## config.mk

```make
export PLATFORM = sky130hd
export DESIGN_NAME = sync_fifo_flags
export DESIGN_NICKNAME = d
export VERILOG_FILES = /design/src/rtl/sync_fifo_flags_pkg.sv /design/src/rtl/sync_fifo_flags_strobe_gen.sv /design/src/rtl/sync_fifo_flags.sv
export SDC_FILE = /design/constraint.sdc
export NUM_CORES = 1
export LEC_CHECK = 0
export CORE_ASPECT_RATIO = 1.25
export CORE_UTILIZATION = 35
export CTS_BUF_LIST = sky130_fd_sc_hd__clkbuf_16
export DETAILED_ROUTE_END_ITERATION = 7
export SYNTH_ARGS = -nofsm -noshare
export SYNTH_HDL_FRONTEND = slang
export SYNTH_SLANG_ARGS = --single-unit
```

## constraint.sdc

```tcl
create_clock -name clock -period 5.2 [get_ports clock]
set_input_delay 1.56 -clock clock [delete_from_list [all_inputs] [get_ports clock]]
set_output_delay 1.56 -clock clock [all_outputs]
set_load 0.01 [all_outputs]
```

## src/rtl/sync_fifo_flags_pkg.sv

```systemverilog
// Shared helpers for sync_fifo_flags: address-width derivation and parameter legality.
package sync_fifo_flags_pkg;

  // Pointer width for a given depth; at least one bit so tiny FIFOs still elaborate.
  function automatic int addr_width(input int depth);
    return (depth <= 2) ? 1 : $clog2(depth);
  endfunction

  // True when v is a power of two of at least 2.
  function automatic bit is_pow2(input int v);
    return (v >= 2) && ((v & (v - 1)) == 0);
  endfunction

  // Depth must let pointers wrap naturally, and both thresholds must be reachable counts.
  function automatic bit params_legal(input int depth, input int af_level, input int ae_level);
    return is_pow2(depth) &&
           (af_level >= 1) && (af_level <= depth) &&
           (ae_level >= 0) && (ae_level <= depth - 1);
  endfunction

endpackage

```

## src/rtl/sync_fifo_flags_strobe_gen.sv

```systemverilog
// Turns an access enable into a one-cycle request (edge mode) or passes it through (level mode).
module strobe_gen #(
  parameter bit EDGE_MODE = 1'b1
) (
  input  logic clock,
  input  logic reset_n,
  input  logic en,
  output logic req
);

  logic en_d;

  // Remember last cycle's enable; resetting to 1 stops an enable held through reset from firing.
  always_ff @(posedge clock or negedge reset_n) begin
    if (!reset_n) en_d <= 1'b1;
    else          en_d <= en;
  end

  assign req = en & (EDGE_MODE ? ~en_d : 1'b1);

endmodule

```

## src/rtl/sync_fifo_flags.sv

```systemverilog
// Single-clock first-word-fall-through FIFO with strobe modes, threshold flags,
// synchronous flush, sticky error flags and read/write pass-through when full.
module sync_fifo_flags
  import sync_fifo_flags_pkg::*;
#(
  parameter int DATA_WIDTH = 8,
  parameter int DEPTH      = 16,
  parameter bit EDGE_MODE  = 1'b1,
  parameter int AF_LEVEL   = DEPTH - 2,
  parameter int AE_LEVEL   = 2
) (
  input  logic                    clock,
  input  logic                    reset_n,
  input  logic                    flush,
  input  logic                    clear_err,
  input  logic                    write_en,
  input  logic                    read_en,
  input  logic [DATA_WIDTH-1:0]   data_in,
  output logic [DATA_WIDTH-1:0]   data_out,
  output logic [$clog2(DEPTH):0]  count,
  output logic                    full,
  output logic                    empty,
  output logic                    almost_full,
  output logic                    almost_empty,
  output logic                    overflow,
  output logic                    underflow
);

  localparam int ADDR_W = addr_width(DEPTH);
  localparam int CNT_W  = $clog2(DEPTH) + 1;

  if (!params_legal(DEPTH, AF_LEVEL, AE_LEVEL)) begin : g_illegal_params
    $error("sync_fifo_flags: illegal parameters DEPTH=%0d AF_LEVEL=%0d AE_LEVEL=%0d",
           DEPTH, AF_LEVEL, AE_LEVEL);
  end

  logic [DATA_WIDTH-1:0] mem [DEPTH];
  logic [ADDR_W-1:0]     wr_ptr;
  logic [ADDR_W-1:0]     rd_ptr;

  logic wr_req;
  logic rd_req;
  logic rd_ok;
  logic wr_ok;
  logic rd_acc;
  logic wr_acc;
  logic ovf_set;
  logic unf_set;

  strobe_gen #(.EDGE_MODE(EDGE_MODE)) u_wr_strobe (
    .clock   (clock),
    .reset_n (reset_n),
    .en      (write_en),
    .req     (wr_req)
  );

  strobe_gen #(.EDGE_MODE(EDGE_MODE)) u_rd_strobe (
    .clock   (clock),
    .reset_n (reset_n),
    .en      (read_en),
    .req     (rd_req)
  );

  // A read frees a slot in the same cycle, so a write into a full FIFO is legal alongside it.
  // Flush swallows both requests and keeps them from raising error flags.
  always_comb begin
    rd_ok   = rd_req & ~empty;
    wr_ok   = wr_req & (~full | rd_ok);
    rd_acc  = rd_ok & ~flush;
    wr_acc  = wr_ok & ~flush;
    ovf_set = wr_req & ~wr_ok & ~flush;
    unf_set = rd_req & empty & ~flush;
  end

  // Storage has no reset; only accepted writes touch it.
  always_ff @(posedge clock) begin
    if (wr_acc) mem[wr_ptr] <= data_in;
  end

  // Pointers and occupancy; flush wins over any accepted access.
  always_ff @(posedge clock or negedge reset_n) begin
    if (!reset_n) begin
      wr_ptr <= '0;
      rd_ptr <= '0;
      count  <= '0;
    end else if (flush) begin
      wr_ptr <= '0;
      rd_ptr <= '0;
      count  <= '0;
    end else begin
      if (wr_acc) wr_ptr <= wr_ptr + ADDR_W'(1);
      if (rd_acc) rd_ptr <= rd_ptr + ADDR_W'(1);
      case ({wr_acc, rd_acc})
        2'b10:   count <= count + CNT_W'(1);
        2'b01:   count <= count - CNT_W'(1);
        default: count <= count;
      endcase
    end
  end

  // Sticky error flags; a new offence in the same cycle beats clear_err.
  always_ff @(posedge clock or negedge reset_n) begin
    if (!reset_n) begin
      overflow  <= 1'b0;
      underflow <= 1'b0;
    end else begin
      if (ovf_set)        overflow <= 1'b1;
      else if (clear_err) overflow <= 1'b0;
      if (unf_set)        underflow <= 1'b1;
      else if (clear_err) underflow <= 1'b0;
    end
  end

  assign data_out     = mem[rd_ptr];
  assign full         = (count == CNT_W'(DEPTH));
  assign empty        = (count == '0);
  assign almost_full  = (count >= CNT_W'(AF_LEVEL));
  assign almost_empty = (count <= CNT_W'(AE_LEVEL));

endmodule

```

Word level (Yosys, flattened, before mapping)

Memories as Yosys holds them, arrays and structs flattened.
Cells that the tools add are included.

Register bits: 17
Memory bits (writable): 128
Input bits: 14
Word-level logic and storage cells: 51
Memories kept: 1

Add/subtract/negate cells: 4
Order comparisons: 2
Equal/unequal tests: 3
Multiplexer cells: 11
Bitwise logic cells: 17
Reductions and logical operators: 6

Memory list:

| memory | depth | width | rd ports | clocked after memory_dff | wr ports | RTL line              | RTL |
|---|---|---|---|---|---|---|---|
| mem    | 16    | 8     | 1        | 0                        | 1        | sync_fifo_flags.sv:37 | `logic [DATA_WIDTH-1:0] mem [DEPTH];` |

Operators by type and width:

| kind                                                           | number |
|---|---|
| 2-to-1 mux 4 bit                                               | 4 |
| AND 1 bit                                                      | 10 |
| case mux 5 bit (2 select lines)                                | 1 |
| adder 4 x 1 -> 4 bit, second input constant                    | 2 |
| nonzero test 2 bit                                             | 4 |
| NOT 1 bit                                                      | 6 |
| adder 5 x 1 -> 5 bit, second input constant                    | 1 |
| == test 5 bit, second input constant                           | 1 |
| >= comparator 5 x 4 -> 1 bit, second input constant            | 1 |
| less-or-equal comparator 5 x 2 -> 1 bit, second input constant | 1 |
| zero test 5 bit                                                | 1 |
| 2-to-1 mux 1 bit                                               | 5 |
| 2-to-1 mux 5 bit                                               | 1 |
| subtractor 5 x 1 -> 5 bit, second input constant               | 1 |
| nonzero test 3 bit                                             | 1 |
| == test 2 x 1 -> 1 bit, second input constant                  | 1 |
| == test 2 bit, second input constant                           | 1 |
| OR 1 bit                                                       | 1 |

Depth between registers and ports, before layout

Depth in word-level cells: 9
Gate-level depth with buffers: 9
Depth with buffers taken out: 8

Cells and area by module

Synthesis repeated with hierarchy kept, for this count alone.

Cell total of the unflattened synthesis: 360
Area, all modules: 6025.8 µm²

By module, submodules not included:

| module          | times used | cells each | area an instance (µm²) | seq. area each (µm²) |
|---|---|---|---|---|
| sync_fifo_flags | 1          | 356        | 5945.7                 | 4219.0 |
| strobe_gen      | 2          | 2          | 40.0                   | 26.3 |

Worst setup path before layout

OpenSTA, ideal clock, no wires.

Path type: input port to flip-flop
Start point: in flush
End point: reg count[4]
Setup time: 83 ps
Arrival time: 3324 ps
Setup slack: 1793 ps
Stages: 8
Path buffers: 0
Cell sequence: or3b_2 > a211oi_2 > xnor2_1 > ha_1 > o31a_2 > nor4_1 > a32oi_1 > o22ai_1

Word-level cells in the longest chain between the ends: 5

RTL lines:

| item                                                           | RTL line                                     | RTL |
|---|---|---|
| start, declared                                                | sync_fifo_flags.sv:14                        | `input logic flush,` |
| NOT 1 bit                                                      | sync_fifo_flags.sv:69, sync_fifo_flags.sv:70 |  |
| AND 1 bit (on tied branches)                                   | sync_fifo_flags.sv:69, sync_fifo_flags.sv:70 |  |
| == test 2 x 1 -> 1 bit / == test 2 bit (equally long branches) | sync_fifo_flags.sv:93                        | `case ({wr_acc, rd_acc})` |
| case mux 5 bit (2 select lines)                                | sync_fifo_flags.sv:93                        |  |
| 2-to-1 mux 5 bit                                               | sync_fifo_flags.sv:86                        | `end else if (flush) begin` |
| end signal, assigned                                           | sync_fifo_flags.sv:94                        | `2'b10: count <= count + CNT_W'(1);` |
| end signal, assigned                                           | sync_fifo_flags.sv:95                        | `2'b01: count <= count - CNT_W'(1);` |
| end signal, assigned                                           | sync_fifo_flags.sv:96                        | `default: count <= count;` |
| end, declared                                                  | sync_fifo_flags.sv:20                        | `output logic [$clog2(DEPTH):0] count,` |

Parallel ways exist; a longest one is shown, timed or not.
A chain may end at the register's enable or synchronous reset.

Worst setup path in the final report

Start point: reg rd_ptr[1]
End point: out data_out[2]

Word-level cells in the longest chain between the ends: 1

RTL lines:

| item                   | RTL line              | RTL |
|---|---|---|
| start, declared        | sync_fifo_flags.sv:39 | `logic [ADDR_W-1:0] rd_ptr;` |
| start signal, assigned | sync_fifo_flags.sv:92 | `if (rd_acc) rd_ptr <= rd_ptr + ADDR_W'(1);` |
| memory (16 x 8 bit)    | --                    |  |
| end, declared          | sync_fifo_flags.sv:19 | `output logic [DATA_WIDTH-1:0] data_out,` |

Every way passes these cells.

==> run summary <==
Entering global routing, the biggest net connects 52 pins. The setup slack of the worst register-to-register path came out at 2500 ps. The number of placement rows is 54. The max-slew violation total from the final report was 0. The via count of the routed design is 3,483. The flow ran to the end, and the final reports show no timing, DRC or antenna violations. The largest total area in the synthesized netlist belongs to sky130_fd_sc_hd__edfxtp_1. The worst slew slack as a fraction of its limit is 35.55%.

The most used flip-flop cell after synthesis is sky130_fd_sc_hd__edfxtp_1. Walking the worst path, the cells encountered are nor2b_1 -> a221oi_1 -> o21ai_0 -> nand2_1 -> clkdlybuf4s50_1. The layer flagged by global routing as most heavily used is met2. The worst setup path is captured at a primary output. By startpoint and endpoint, the worst setup path is classified as flip-flop to primary output.

The synthesized netlist occupies a cell area of 6246 sq um. The H-tree was split into 4 levels. The wire length reported by the detailed router is 13.90 mm. The count of antenna-violating nets left after detailed routing is 0. The count of antenna diodes in the layout is 0. The cell depth of the worst hold path is 2.

TritonCTS built the clock tree. The total grt overflow came out at 0. The number of gates resized after CTS was 0. The period utilization came out at 86.86%.

The layout overhead on the synthesized area came out at 16.67%. The via count of the first global-routing pass is 3,545. The worst register-to-register path begins at count[4]$_DFFE_PN0P_. The total of max-cap violations is 0. The leakage power figure is 2.355 nW. The number of sinks driven by the clock tree came out at 145. The count of port buffers added during placement came out at 32. The number of failing hold endpoints at the final stage came to 0. The post-CTS clock slew at the launch and capture registers of the worst setup and hold paths is 60 ps. The x dimension of the die is 121.5 um. Global routing consumed, on the met1 layer, 20.63% of the routing resources. The wire length of the first global-routing pass is 21.27 mm.

By area the synthesized netlist is led by sky130_fd_sc_hd__edfxtp_1 (62%), sky130_fd_sc_hd__dfrtp_1 (6.0%), sky130_fd_sc_hd__mux4_2 (5.8%). The share of the yosys chip area belonging to registers came out at 68.39%. The met3 track demand over resource in global routing came out at 3.614%. Across the routed clock network, the largest skew measured is 9.982 ps.

The number of synthesized register bits came out at 145. The data arrival time of the worst path is 2960 ps. The global router's overall resource usage is 16.34%.

In this run the worst hold path is classified as flip-flop to flip-flop. The root buffer cell is sky130_fd_sc_hd__clkbuf_16. Setup repair after global routing left no endpoint under its margin. The die covers 18,390 sq um. Once the floorplan was initialized, standard cells occupied 35.83% of the core. The slowest stage of the critical path belongs to the cell sky130_fd_sc_hd__nor2b_1. The share of synthesized flip-flops with an asynchronous set or reset is 11.72%. The required time of the worst setup path is 3640 ps. In this run the number of cells on the critical path is 5.

Buffers added to address setup during post-CTS repair amount to 0. The worst path needs 4517 ps of the cycle, external delays included. The proportion of layout cells with a drive suffix above 1 came out at 15.53%.

At the later pin of the worst-skew pair, clock insertion delay measures 420 ps. The critical path's top delay family is simple AND/OR/NAND/NOR gates. The die is 151.4 um tall. The total iterations of the first detailed-routing run is 4. The distinct cell type count after synthesis is 58. Across the VDD grid, the largest voltage drop is 215.5 uV. The smallest hold slack came out at 528.1 ps. The placeable core region came out at 17,430 sq um.

At the end of routability-driven placement, the weighted congestion stood at 0.8176. The number of warning messages in the yosys log is 0. The total power after layout came out at 0.002794 W. In this run, synthesis inferred 128 flip-flops with an integrated enable. The synthesized netlist net count is 402. The number of antenna violations at the first check in global routing came out at 0.

After clock tree synthesis, the flow added hold-fix buffers numbering 0. Global routing consumed, on the met2 layer, 26.31% of the routing resources. The average wire per cell in the routed design is 21.41 um. In this run the most critical hold path is launched from overflow$_DFFE_PN0P_.

The accumulated negative setup slack came out at 0 ps. Counting both buffers and inverters, the worst setup path holds a total of 1. The count of endpoints failing setup in the final report is 0. For hold timing, the worst endpoint is overflow$_DFFE_PN0P_. After the last flow step, the layout net total stands at 433.

The DRC violation count after routing is 0. The area share of the largest cell type after synthesis is 61.54%. The average cell area after synthesis came out at 16.39 sq um. The kind of start point of the critical path is a flip-flop. The worst reg2reg path depth is 8.

The worst stage delay on the critical path is 830 ps. In this run the critical register-to-register path is captured at count[4]$_DFFE_PN0P_. The instance count of the mapped netlist came out at 381. The routed via count divided by cell count came out at 5.367.

The largest fanout on the critical path came out at 16. Dividing total power by cell area gives a power density of 383.4 nW/um^2. The violation count after the first detailed-routing iteration is 267. For the pin with the worst max-slew slack, the measured transition is 964.8 ps.

The upper clock frequency limit came out at 221.4 MHz. Counting along the longest clock path gives a buffer depth of 2. The number of CTS-inserted buffers is 17. The HPWL after detailed placement came out at 9.407 mm. The number of top-level pins is 33.
[worst min-delay path: stages, from the launching register on]
cell and delay, ps:
sky130_fd_sc_hd__dfrtp_1 370, sky130_fd_sc_hd__inv_1 50, sky130_fd_sc_hd__o32ai_1 60
[cells by family after synthesis]
| kind of cell | share of synthesized area, % |
|---|---|
| xor gates and xnor gates | 0.9816 |
| DFF | 68.39 |
| AOI/OAI and AO/OA | 8.113 |
| and+or+nand+nor | 6.611 |
| buffers and inverters | 3.285 |
| adders and majority gates | 1.402 |
| muxes | 11.22 |
[synthesized netlist by cell type (all sizes together), types with 2 or more instances]
master and number:
a311oi 4, nand2b 2, xnor2 5, o21ai 14
a211oi 2, and3b 2, mux4 16, inv 11
nor4 5, a22oi 8, ha 7, a221oi 16
edfxtp 128, nand2 12, nor3b 2, dfrtp 15
nand3b 2, a32oi 2, nand3 3, nor3 4
a31oi 2, xor2 2, clkbuf 13, o22ai 2
and2 13, buf 9, nor2 17, o211ai 2
a21oi 4, dfstp 2, mux2i 34, o31a 3
nor2b 2
[final cells by class]
class,instances,area [sq um]
fill,1585,10140
multi-input combinational,201,1769
inverter,12,45.04
sequential,145,4273
tap,224,280.3
timing repair buffer,35,355.3
clock buffer,17,425.4
clock inverter,15,138.9
[per-layer routing]
| layer | wire (um) | up-vias | share of wire (%) |
|---|---|---|---|
| met4 | 488 | 0 | 3.5 |
| li1 | - | 1585 | - |
| met3 | 700 | 26 | 5.0 |
| met2 | 6931 | 116 | 50 |
| met1 | 5777 | 1756 | 42 |
| met5 | 0 | - | 0 |
[state kept, by name, indices dropped and copies added, names as in the netlist]
name / flops
overflow: 1
u_rd_strobe.en_d: 1
underflow: 1
mem: 128
rd_ptr: 4
count: 5
wr_ptr: 4
u_wr_strobe.en_d: 1
[through the flow]
step | utilization, % | area, sq um | std cells | setup slack (ps)
floorplan | - | 6246 | 381 | 1793
global placement | 38.57 | 6723 | 617 | 1037
detailed placement | 38.57 | 6723 | 617 | 1038
CTS | 41.80 | 7287 | 649 | 664.4
global route | 41.80 | 7287 | 649 | 458.4
finish | 41.80 | 7287 | 649 | 683.2
[how the worst max path moves through the flow]
stage                                from                   end  slack, ps
floorplan                           flush  count[4]$_DFFE_PN0P_       1790
CTS                 rd_ptr[1]$_DFFE_PN0P_           data_out[2]        660
global placement                  read_en   mem[8][7]$_DFFE_PP_       1040
finish              rd_ptr[1]$_DFFE_PN0P_           data_out[2]        680
detailed placement                read_en   mem[8][6]$_DFFE_PP_       1040
global route        rd_ptr[1]$_DFFE_PN0P_           data_out[0]        460
[where the power goes]
part	leakage, nW	total [W]	internal, W	switching (W)
Sequential	1.38	0.00131	0.00128	0.0000237
Clock	0.280	0.00116	0.000633	0.000523
Combinational	0.698	0.000332	0.000148	0.000184
Total	2.36	0.00279	0.00206	0.000730
[cell usage in the layout, fill, tap and decap left out, drive strengths merged, types with 3 or more instances in the layout]
cell type      synthesis  final
and2                  13     13
nor4                   5      5
clkbuf                13     17
nor3                   4      4
inv                   11     21
mux4                  16     16
clkdlybuf4s50          0     32
buf                    9      3
a22oi                  8      8
o21ai                 14     14
mux2i                 34     34
ha                     7      7
nor2                  17     17
nand3                  3      3
xnor2                  5      5
a311oi                 4      4
clkinv                 1      6
a221oi                16     16
dfrtp                 15     15
a21oi                  4      4
o31a                   3      3
nand2                 12     12
edfxtp               128    128
No activity file was read; power rests on OpenSTA's default activity.
